--- src/rtl/oam_dma_ctrl_if.sv ---
// Bus bundle between the CPU/memory side and the sprite DMA engine.
// The master side is the CPU bus and memory; the slave side is the DMA engine.
interface oam_dma_ctrl_if;
  logic        cpu_ce;
  logic        cpu_we;
  logic [15:0] cpu_addr;
  logic [7:0]  cpu_data_in;
  logic [7:0]  oam_start;
  logic [7:0]  mem_data_in;
  logic        cpu_stall;
  logic [15:0] mem_addr;
  logic        mem_rd;
  logic        oam_dma;
  logic [7:0]  oam_addr;
  logic [7:0]  oam_data_out;
  logic        busy;

  modport master (
    output cpu_ce, cpu_we, cpu_addr, cpu_data_in, oam_start, mem_data_in,
    input  cpu_stall, mem_addr, mem_rd, oam_dma, oam_addr, oam_data_out, busy
  );

  modport slave (
    input  cpu_ce, cpu_we, cpu_addr, cpu_data_in, oam_start, mem_data_in,
    output cpu_stall, mem_addr, mem_rd, oam_dma, oam_addr, oam_data_out, busy
  );
endinterface

--- src/rtl/oam_dma_ctrl.sv ---
// Sprite DMA engine for the $4014 register.
// A CPU write of page P halts the CPU and copies P*256..P*256+255 into OAM,
// one byte per READ/WRITE pair of CPU cycles, starting at the current OAMADDR.
module oam_dma_ctrl #(
  parameter logic [15:0] TRIG_ADDR = 16'h4014
) (
  input  logic          clk,
  input  logic          reset,
  oam_dma_ctrl_if.slave bus
);

  typedef enum logic [2:0] {
    IDLE  = 3'd0,
    HALT  = 3'd1,
    ALIGN = 3'd2,
    READ  = 3'd3,
    WRITE = 3'd4
  } state_t;

  state_t     state;
  logic       parity;
  logic [7:0] idx;
  logic [7:0] page;
  logic [7:0] base;
  logic [7:0] data_reg;
  logic       trigger;

  assign trigger = bus.cpu_ce & bus.cpu_we & (bus.cpu_addr == TRIG_ADDR);

  // CPU cycle parity, toggling on every CPU cycle regardless of DMA state.
  always_ff @(posedge clk) begin
    if (!reset) begin
      parity <= 1'b0;
    end else if (bus.cpu_ce) begin
      parity <= ~parity;
    end
  end

  // Capture the memory read data one clk after the read request is presented.
  always_ff @(posedge clk) begin
    if (!reset) begin
      data_reg <= 8'h00;
    end else if (bus.mem_rd) begin
      data_reg <= bus.mem_data_in;
    end
  end

  // Transfer sequencer with registered bus and OAM outputs.
  always_ff @(posedge clk) begin
    if (!reset) begin
      state            <= IDLE;
      idx              <= 8'h00;
      page             <= 8'h00;
      base             <= 8'h00;
      bus.cpu_stall    <= 1'b0;
      bus.busy         <= 1'b0;
      bus.mem_rd       <= 1'b0;
      bus.mem_addr     <= 16'h0000;
      bus.oam_dma      <= 1'b0;
      bus.oam_addr     <= 8'h00;
      bus.oam_data_out <= 8'h00;
    end else begin
      bus.oam_dma <= 1'b0;
      if (bus.cpu_ce) begin
        case (state)
          IDLE: begin
            if (trigger) begin
              page          <= bus.cpu_data_in;
              base          <= bus.oam_start;
              idx           <= 8'h00;
              state         <= HALT;
              bus.cpu_stall <= 1'b1;
              bus.busy      <= 1'b1;
            end
          end
          HALT: begin
            // The HALT cycle's parity is the current one; reads must start on
            // an even cycle, so an even HALT cycle needs one ALIGN cycle.
            if (parity) begin
              state        <= READ;
              bus.mem_rd   <= 1'b1;
              bus.mem_addr <= {page, idx};
            end else begin
              state <= ALIGN;
            end
          end
          ALIGN: begin
            state        <= READ;
            bus.mem_rd   <= 1'b1;
            bus.mem_addr <= {page, idx};
          end
          READ: begin
            state        <= WRITE;
            bus.mem_rd   <= 1'b0;
            bus.mem_addr <= 16'h0000;
          end
          WRITE: begin
            bus.oam_dma      <= 1'b1;
            bus.oam_addr     <= base + idx;
            bus.oam_data_out <= data_reg;
            if (idx == 8'hFF) begin
              state         <= IDLE;
              bus.cpu_stall <= 1'b0;
              bus.busy      <= 1'b0;
            end else begin
              idx          <= idx + 8'd1;
              state        <= READ;
              bus.mem_rd   <= 1'b1;
              bus.mem_addr <= {page, idx + 8'd1};
            end
          end
          default: begin
            state <= IDLE;
          end
        endcase
      end
    end
  end

endmodule

--- src/flat_wrapper.sv ---
// flat-port wrapper written by rule: the top's interface ports become plain ports
module oam_dma_ctrl_flat 
#(
  parameter logic [15:0] TRIG_ADDR = 16'h4014
)
  (clk, reset, bus_cpu_ce, bus_cpu_we, bus_cpu_addr, bus_cpu_data_in, bus_oam_start, bus_mem_data_in, bus_cpu_stall, bus_mem_addr, bus_mem_rd, bus_oam_dma, bus_oam_addr, bus_oam_data_out, bus_busy);
  oam_dma_ctrl_if bus_i ();
  input  logic clk;
  input  logic reset;
  input wire logic [$bits(bus_i.cpu_ce)-1:0] bus_cpu_ce;
  input wire logic [$bits(bus_i.cpu_we)-1:0] bus_cpu_we;
  input wire logic [$bits(bus_i.cpu_addr)-1:0] bus_cpu_addr;
  input wire logic [$bits(bus_i.cpu_data_in)-1:0] bus_cpu_data_in;
  input wire logic [$bits(bus_i.oam_start)-1:0] bus_oam_start;
  input wire logic [$bits(bus_i.mem_data_in)-1:0] bus_mem_data_in;
  output wire logic [$bits(bus_i.cpu_stall)-1:0] bus_cpu_stall;
  output wire logic [$bits(bus_i.mem_addr)-1:0] bus_mem_addr;
  output wire logic [$bits(bus_i.mem_rd)-1:0] bus_mem_rd;
  output wire logic [$bits(bus_i.oam_dma)-1:0] bus_oam_dma;
  output wire logic [$bits(bus_i.oam_addr)-1:0] bus_oam_addr;
  output wire logic [$bits(bus_i.oam_data_out)-1:0] bus_oam_data_out;
  output wire logic [$bits(bus_i.busy)-1:0] bus_busy;
  assign bus_i.cpu_ce = bus_cpu_ce;
  assign bus_i.cpu_we = bus_cpu_we;
  assign bus_i.cpu_addr = bus_cpu_addr;
  assign bus_i.cpu_data_in = bus_cpu_data_in;
  assign bus_i.oam_start = bus_oam_start;
  assign bus_i.mem_data_in = bus_mem_data_in;
  assign bus_cpu_stall = bus_i.cpu_stall;
  assign bus_mem_addr = bus_i.mem_addr;
  assign bus_mem_rd = bus_i.mem_rd;
  assign bus_oam_dma = bus_i.oam_dma;
  assign bus_oam_addr = bus_i.oam_addr;
  assign bus_oam_data_out = bus_i.oam_data_out;
  assign bus_busy = bus_i.busy;
  oam_dma_ctrl #(.TRIG_ADDR(TRIG_ADDR)) u_core (.clk(clk), .reset(reset), .bus(bus_i));
endmodule
--- config.mk ---
export PLATFORM = sky130hd
export DESIGN_NAME = oam_dma_ctrl_flat
export DESIGN_NICKNAME = d
export VERILOG_FILES = /design/src/rtl/oam_dma_ctrl_if.sv /design/src/rtl/oam_dma_ctrl.sv /design/src/flat_wrapper.sv
export SDC_FILE = /design/constraint.sdc
export NUM_CORES = 1
export LEC_CHECK = 0
export CAP_MARGIN = 10
export CORE_MARGIN = 2
export CORE_UTILIZATION = 49
export CTS_CLUSTER_SIZE = 28
export DETAILED_ROUTE_END_ITERATION = 8
export PLACE_DENSITY = 0.79
export SLEW_MARGIN = 15
export SYNTH_ARGS = -nofsm -noshare
export SYNTH_HDL_FRONTEND = slang
export SYNTH_SLANG_ARGS = --single-unit
--- constraint.sdc ---
create_clock -name clk -period 2.8 [get_ports clk]
set_clock_uncertainty 0.1 [all_clocks]
set_input_delay 0.28 -clock clk [delete_from_list [all_inputs] [get_ports clk]]
set_output_delay 0.28 -clock clk [all_outputs]
set_load 0.05 [all_outputs]
# --- After elaboration in Yosys (flattened, before gate mapping) ---
# Cells that the tools add are included.
# Widths: inputs -> output; s select.
word_totals:
  reg_bits: 71
  latch_bits: 0
  mem_bits_rw: 0
  mem_bits_ro: 0
  out_inout_bits: 36
  wordCells: 54
  n_memories: 0
classes:
  addsub: 2
  n_mul: 0
  div_mod_pow: 0
  n_lt_le_gt_ge: 0
  eq_ne: 10
  n_shift: 0
  n_mux: 17
  bitwise: 3
  n_reduce_logical: 10
ops:
  columns: ["operator", "n"]
  rows:
  - ["$pmux 16 s4", 1]
  - ["$mux 16", 2]
  - ["$eq 16x15->1 const B", 1]
  - ["$mux 8", 2]
  - ["$pmux 8 s2", 1]
  - ["$pmux 3 s5", 1]
  - ["$reduce_and 4->1", 3]
  - ["$add 8x1->8 const B", 1]
  - ["$add 8x8->8", 1]
  - ["$eq 8x8->1 const B", 1]
  - ["$eq 3x2->1 const B", 2]
  - ["$mux 1", 6]
  - ["$ne 2x1->1 const B", 3]
  - ["$reduce_and 2->1", 3]
  - ["$pmux 1 s4", 1]
  - ["$reduce_bool 4->1", 1]
  - ["$eq 3x1->1 const B", 1]
  - ["$eq 3x3->1 const B", 1]
  - ["$logic_not 3->1", 1]
  - ["$mux 3", 1]
  - ["$reduce_and 3->1", 1]
  - ["$and 1x1->1", 2]
  - ["$mux 2", 1]
  - ["$ne 2x2->1 const B", 1]
  - ["other kinds (3)", 3]

# --- Longest topological paths before layout ---
# Gate-level depths: netlist of the first run.
logic_depth:
  ltp_word: 4
  mapped_depth: 7

# --- Worst setup path after synthesis of the first run ---
# No wires, ideal clock.
synth_path:
  path_kind: "reg-to-reg"
  from: "register u_core.idx[1]"
  to: "register u_core.bus.mem_addr[10]"
  setup_time_ps: 62
  arrival_ps: 1940
  slack_ps: 699
  stages_incl_launch_ff: 8
  n_path_buf: 1
  cell_sequence: "dfxtp_1 ha_1 nand2_1 or3_1 buf_2 a21o_1 nor2_2 a22o_1"
synth_via:
  elab_chain_len: 3
synth_rtl:
  columns: ["element", "line_no", "text"]
  rows:
  - ["start: declaration", "oam_dma_ctrl.sv:22", "logic [7:0] idx;"]
  - ["start signal: assignment", "oam_dma_ctrl.sv:106", "idx <= idx + 8'd1;"]
  - ["$eq 8x8->1", "oam_dma_ctrl.sv:101", "if (idx == 8'hFF) begin"]
  - ["$ne 2x2->1 (no line)", null, null]
  - ["$reduce_and 4->1 (no line)", null, null]
  - ["end signal: assignment", "oam_dma_ctrl.sv:82", "bus.mem_addr <= {page, idx};"]
  - ["end signal: assignment", "oam_dma_ctrl.sv:90", "bus.mem_addr <= {page, idx};"]
  - ["end signal: assignment", "oam_dma_ctrl.sv:109", "bus.mem_addr <= {page, idx + 8'd1};"]
  - ["end: declaration", "oam_dma_ctrl_if.sv:25", "output cpu_stall, mem_addr, mem_rd, oam_dma, oam_addr, oam_data_out, busy"]
# Every way passes these cells.
# A chain may end at the register's enable or synchronous reset.

# --- Final worst setup path of the first run ---
layout_path:
  from: "register u_core.idx[0]"
  to: "register u_core.bus.mem_addr[10]"
# Same word-level chain as after synthesis.

==> results of run 1 <==
[placed cells by master, fill, tap and decap left out, types with 3 or more instances in the layout]
cell type        count
nand3b_1             3
nand2_1             67
a211oi_1             5
or4_1                3
dfxtp_1             71
nand2b_1             5
a21oi_1             50
nor2_1              28
nor4_1               5
inv_1                6
nand3_1             14
xnor2_1              6
mux2i_1             12
a311oi_1             4
clkdlybuf4s50_1     79
or3_1                5
ha_1                 8
a22o_1               8
o21ai_0             17
nor3_1               7
clkbuf_8            10
a31oi_1              8
buf_4               14
[final cells by class]
cell class	count	area, µm²
fillers	552	2050
multi-input cells	291	1740
flip-flops and latches	71	1420
repair buffers	94	916
clock buffers	10	138
well taps	77	96.3
clock inverters	6	68.8
inverters	7	26.3
[worst min-delay path, stage by stage (launching register included)]
cell and delay (ns):
dfxtp_1 0.32, nand2_1 0.05, a21oi_1 0.05
[synthesized netlist by cell type, types with 7 or more instances]
cell / instances / area share
o21ai_0: 17 / 0.026
dfxtp_1: 71 / 0.43
nor2_1: 28 / 0.032
nand2_1: 67 / 0.076
nor3_1: 7 / 0.011
clkbuf_1: 14 / 0.016
buf_2: 8 / 0.012
a22o_1: 8 / 0.021
nand3_1: 14 / 0.021
ha_1: 8 / 0.030
inv_1: 7 / 0.0079
a31oi_1: 8 / 0.015
a21oi_1: 50 / 0.076
mux2i_1: 12 / 0.036
[final timing paths]
| kind | startpoint | to |
|---|---|---|
| worst max-delay path | u_core.idx[0] | u_core.bus.mem_addr[10] |
| worst min-delay path | u_core.data_reg[0] | u_core.bus.oam_data_out[0] |
| worst max register to register | u_core.idx[0] | u_core.bus.mem_addr[10] |
| worst min register to register | u_core.data_reg[0] | u_core.bus.oam_data_out[0] |
[layer usage]
| layer | track usage | routed length, µm | vias to the layer above |
|---|---|---|---|
| li1 | - | - | 1570 |
| met1 | 0.300 | 3620 | 1533 |
| met2 | 0.379 | 4010 | 109 |
| met3 | 0.0457 | 506 | 11 |
| met4 | 0.0724 | 102 | 0 |
| met5 | 0 | 0 | - |
[power by group]
part | internal (W) | switching, W
Sequential | 0.00102 | 0.00000973
Clock | 0.000440 | 0.000400
Combinational | 0.0000879 | 0.0000778
Total | 0.00155 | 0.000488
[per-stage QoR]
step | worst slack [ns] | utilization | hold WS [ns] | std cells
4_1_cts | 0.365 | 0.682 | 0.353 | 556
6_report | 0.333 | 0.682 | 0.350 | 556
3_3_place_gp | 0.398 | 0.651 | 0.338 | 540
2_1_floorplan | 0.699 | - | 0.320 | 395
5_1_grt | 0.134 | 0.682 | 0.375 | 556
3_5_place_dp | 0.350 | 0.651 | 0.343 | 540
[cell families after synthesis]
logic type,share of synthesized area
buffers and inverters,0.0442
DFF,0.429
muxes,0.0363
AOI/OAI and AO/OA,0.209
adders and majority gates,0.0363
and+or+nand+nor,0.228
xor gates and xnor gates,0.0159
==> flow_metrics.env, run 1 <==
export IMPL_status="finished clean"
export IMPL_synth_distinct_cells=54
export IMPL_clk_latency_ns=0.34
export IMPL_post_cts_setup_buffers=0
export IMPL_diodes=0
export IMPL_yosysSeqAreaShare=0.429
export IMPL_synthArstFlopShare=0
export IMPL_postCtsHoldBufs=0
export IMPL_maxSlewViolCount=0
export IMPL_dp_hpwl_mm=5.71
export IMPL_ant_nets=0
export IMPL_synth_flop_cell="dfxtp_1"
export IMPL_groute_usage_overall=0.228
export IMPL_placed_area_um2=4200
export IMPL_wl_per_cell_um=14.8
export IMPL_synth_edf_count=0
export IMPL_htree_levels=3
export IMPL_critPathKind="register to register"
export IMPL_die_width_um=86.2
export IMPL_crit_family="simple AND/OR/NAND/NOR gates"
export IMPL_fin_nets=527
export IMPL_rsz0062_at_grt="no"
export IMPL_die_height_um=86.2
export IMPL_cts_tree="done"
export IMPL_min_period_over_period=0.881
export IMPL_total_power_w=0.00203
export IMPL_antenna_found_initial=0
export IMPL_finalHoldViolCount=0
export IMPL_layout_drive_gt1_share=0.0793
export IMPL_worst_pin_slew_ns=0.998
export IMPL_drt_pass1_iter_count=4
export IMPL_clock_sinks=71
export IMPL_syn_avg_cell_area_um2=8.38
export IMPL_clkTransAtPathRegs_ns=0.08
export IMPL_first_global_vias=2885
export IMPL_drt_iter0_drc=261
export IMPL_setup_viol=0
export IMPL_hp_class="register to register"
export IMPL_syn_inst=395
export IMPL_holdPathStages=2
export IMPL_regMostFlops="u_core.bus.mem_addr"
export IMPL_cts_inserted_buffers=9
export IMPL_cp_end_kind="register"
export IMPL_r2r_cells=6
export IMPL_slew_headroom=0.330
export IMPL_core_um2=6460
export IMPL_wl_mm=8.24
export IMPL_syn_area_um2=3310
export IMPL_port_buffers=79
export IMPL_period_minus_slack_ns=2.47
export IMPL_critPathBufInv=0
export IMPL_reg2reg_slack_ns=0.33
export IMPL_cts_resized=0
export IMPL_num_vias=3223
export IMPL_pin_count=80
export IMPL_ys_ff_latch=71
export IMPL_cp_slowest_stage_delay_ns=0.78
export IMPL_cp_required_ns=2.98
export IMPL_setup_tns_final_ns=0
export IMPL_num_rows=29
export IMPL_globalplace_congestion=0.926
export IMPL_grt_pass1_wl_mm=13.6
export IMPL_ys_warnings_count=0
export IMPL_stdcell_area_um2=4410
export IMPL_via_per_inst=5.80
export IMPL_clock_path_buffers=2
export IMPL_cap_violations=0
export IMPL_path_max_fanout=9
export IMPL_syn_nets=448
export IMPL_cp_depth=6
export IMPL_clockRootBuffer="clkbuf_8"
export IMPL_gr_total_overflow=0
export IMPL_start_util=0.512
export IMPL_cp_start_kind="register"
export IMPL_p_per_area_nw_per_um2=462
export IMPL_drc=0
export IMPL_grt_max_degree=58
export IMPL_largest_register_ffs=16
export IMPL_synthToLayoutAreaGrowth_pct=33.2
export IMPL_critPathArrivalTime_ns=2.65
export IMPL_leakage_nw=1.57
export IMPL_vdd_drop_max_mv=0.362
export IMPL_cpMaxStageDelayCell="nor3_1"
export IMPL_max_freq_mhz=405
export IMPL_worstPathCellList="ha_1, nand2_1, or3_1, a21oi_1, nor3_1, a22o_1"
export IMPL_die_area_um2=7430
Note: power is estimated with default switching activity, not from simulation.
==> inputs of run 2 (changes only) <==
ABC_AREA = 1   (was not set)
==> flow_metrics.env, run 2 <==
export IMPL_start_util=0.513
export IMPL_fillerInstances=561
export IMPL_via_per_inst=5.30
export IMPL_rsz0062_at_grt="no"
export IMPL_die_height_um=86.3
export IMPL_critPathKind="register to register"
export IMPL_grt_max_degree=30
export IMPL_synth_largest_area_cell="dfxtp_1"
export IMPL_yosysMostFrequentCell="nor2_1"
export IMPL_regMostFlops="u_core.bus.mem_addr"
export IMPL_max_freq_mhz=453
export IMPL_placed_area_um2=4140
export IMPL_cp_end_kind="register"
export IMPL_most_common_layout_cells="95 x nor2_1, 79 x clkdlybuf4s50_1, 71 x dfxtp_1"
export IMPL_drt_iter0_drc=160
export IMPL_postCtsHoldBufs=0
export IMPL_setup_tns_final_ns=0
export IMPL_ys_warnings_count=0
export IMPL_synth_top_area_share=0.429
export IMPL_ant_nets=0
export IMPL_cts_resized=0
export IMPL_clockRootBuffer="clkbuf_8"
export IMPL_fin_util=0.671
export IMPL_dp_hpwl_mm=5.60
export IMPL_synthToLayoutAreaGrowth_pct=30.8
export IMPL_p_per_area_nw_per_um2=446
export IMPL_period_minus_slack_ns=2.21
export IMPL_fin_nets=585
export IMPL_syn_nets=511
export IMPL_diodes=0
export IMPL_hold_slack_ns=0.363
export IMPL_core_um2=6460
export IMPL_port_buffers=79
export IMPL_cts_inserted_buffers=9
export IMPL_wl_per_cell_um=13.0
export IMPL_synth_flop_cell="dfxtp_1"
export IMPL_die_area_um2=7440
export IMPL_largest_register_ffs=16
export IMPL_num_vias=3254
export IMPL_worst_pin_slew_ns=0.708
export IMPL_htree_levels=3
export IMPL_finalHoldViolCount=0
export IMPL_stdcell_area_um2=4340
export IMPL_clock_sinks=71
export IMPL_groute_usage_overall=0.226
export IMPL_gr_total_overflow=0
export IMPL_synth_common_cells="95 x nor2_1, 71 x dfxtp_1, 57 x nand2_1, 55 x o21ai_0"
export IMPL_pin_count=80
export IMPL_ys_ff_latch=71
export IMPL_syn_inst=458
export IMPL_cp_start_kind="register"
export IMPL_synthArstFlopShare=0
export IMPL_die_width_um=86.3
export IMPL_yosysSeqAreaShare=0.429
export IMPL_leakage_nw=1.78
export IMPL_vdd_drop_max_mv=0.364
export IMPL_drc=0
export IMPL_critPathArrivalTime_ns=2.39
export IMPL_post_cts_setup_buffers=0
export IMPL_setup_viol=0
export IMPL_min_period_over_period=0.789
export IMPL_cts_tree="done"
export IMPL_syn_avg_cell_area_um2=7.24
export IMPL_grt_pass1_wl_mm=13.5
export IMPL_setup_ws_ns=0.591
export IMPL_globalplace_congestion=0.893
export IMPL_cap_violations=0
export IMPL_synth_area_leaders="dfxtp_1 43%, nor2_1 11%, o21ai_0 8.3%"
export IMPL_syn_area_um2=3320
export IMPL_cp_required_ns=2.98
export IMPL_layout_drive_gt1_share=0.0596
export IMPL_maxSlewViolCount=0
export IMPL_drt_pass1_iter_count=4
export IMPL_clock_path_buffers=2
export IMPL_slew_headroom=0.527
export IMPL_status="finished clean"
export IMPL_clkTransAtPathRegs_ns=0.07
export IMPL_synth_distinct_cells=37
export IMPL_wl_mm=7.99
export IMPL_hp_class="register to register"
export IMPL_pre_cts_ws_ns=0.330
export IMPL_layout_commonest_cell="nor2_1"
export IMPL_first_global_vias=3091
export IMPL_path_max_fanout=29
export IMPL_num_rows=29
export IMPL_synth_edf_count=0
export IMPL_clk_latency_ns=0.35
export IMPL_antenna_found_initial=0
[run 2: worst max-delay path: stages, from the launching register on]
cell and delay [ns]:
dfxtp_1 0.43, nor2_2 0.09, nand2_2 0.24, inv_2 0.21, nand3_4 0.16, nand3_2 0.40
or2_0 0.38, a21oi_1 0.12
[run 2: layer usage]
layer  global-route usage  wire [µm]  vias up
li1                     -          -     1661
met1                0.274       3600     1496
met2                0.391       3870       83
met3               0.0619        368       14
met4               0.0724        144        0
met5                    0          0        -
[run 2: final timing paths]
| check | from | endpoint | slack (ns) | cells after the start |
|---|---|---|---|---|
| max | u_core.state[0] | u_core.bus.mem_addr[10] | 0.59 | 7 |
| min | u_core.bus.mem_addr[1] | u_core.bus.mem_addr[1] | 0.36 | 2 |
| max reg2reg | u_core.state[0] | u_core.bus.mem_addr[10] | 0.59 | 7 |
| min reg2reg | u_core.bus.mem_addr[1] | u_core.bus.mem_addr[1] | 0.36 | 2 |
[run 2: report_power, final]
| group | total (W) | switching (W) | internal (W) |
|---|---|---|---|
| logic | 0.000101 | 0.0000382 | 0.0000625 |
| registers | 0.00101 | 0.000000246 | 0.00101 |
| clock network | 0.000824 | 0.000390 | 0.000434 |
[run 2: logic make-up (layout without fill, tap and decap cells)]
kind of cell	count (synthesis)	after routing	share of synthesized area
AOI/OAI and AO/OA	104	104	0.167
buffers and inverters	56	135	0.0698
and+or+nand+nor	212	212	0.283
adders and majority gates	9	9	0.0362
xor gates and xnor gates	6	6	0.0159
DFF	71	71	0.429
[run 2: per-stage QoR]
| step | std cells | total power, W |
|---|---|---|
| floorplan | 458 | 0.00106 |
| global placement | 598 | 0.00113 |
| detailed placement | 598 | 0.00113 |
| CTS | 614 | 0.00194 |
| global route | 614 | 0.00199 |
| finish | 614 | 0.00193 |
[run 2: final cells by class]
cell class	count	area [µm²]	area share
multi-input cells	331	1660	0.384
flip-flops and latches	71	1420	0.328
repair buffers	83	821	0.189
clock buffers	11	141	0.0326
inverters	36	135	0.0312
well taps	77	96.3	0.0222
clock inverters	5	57.6	0.0133
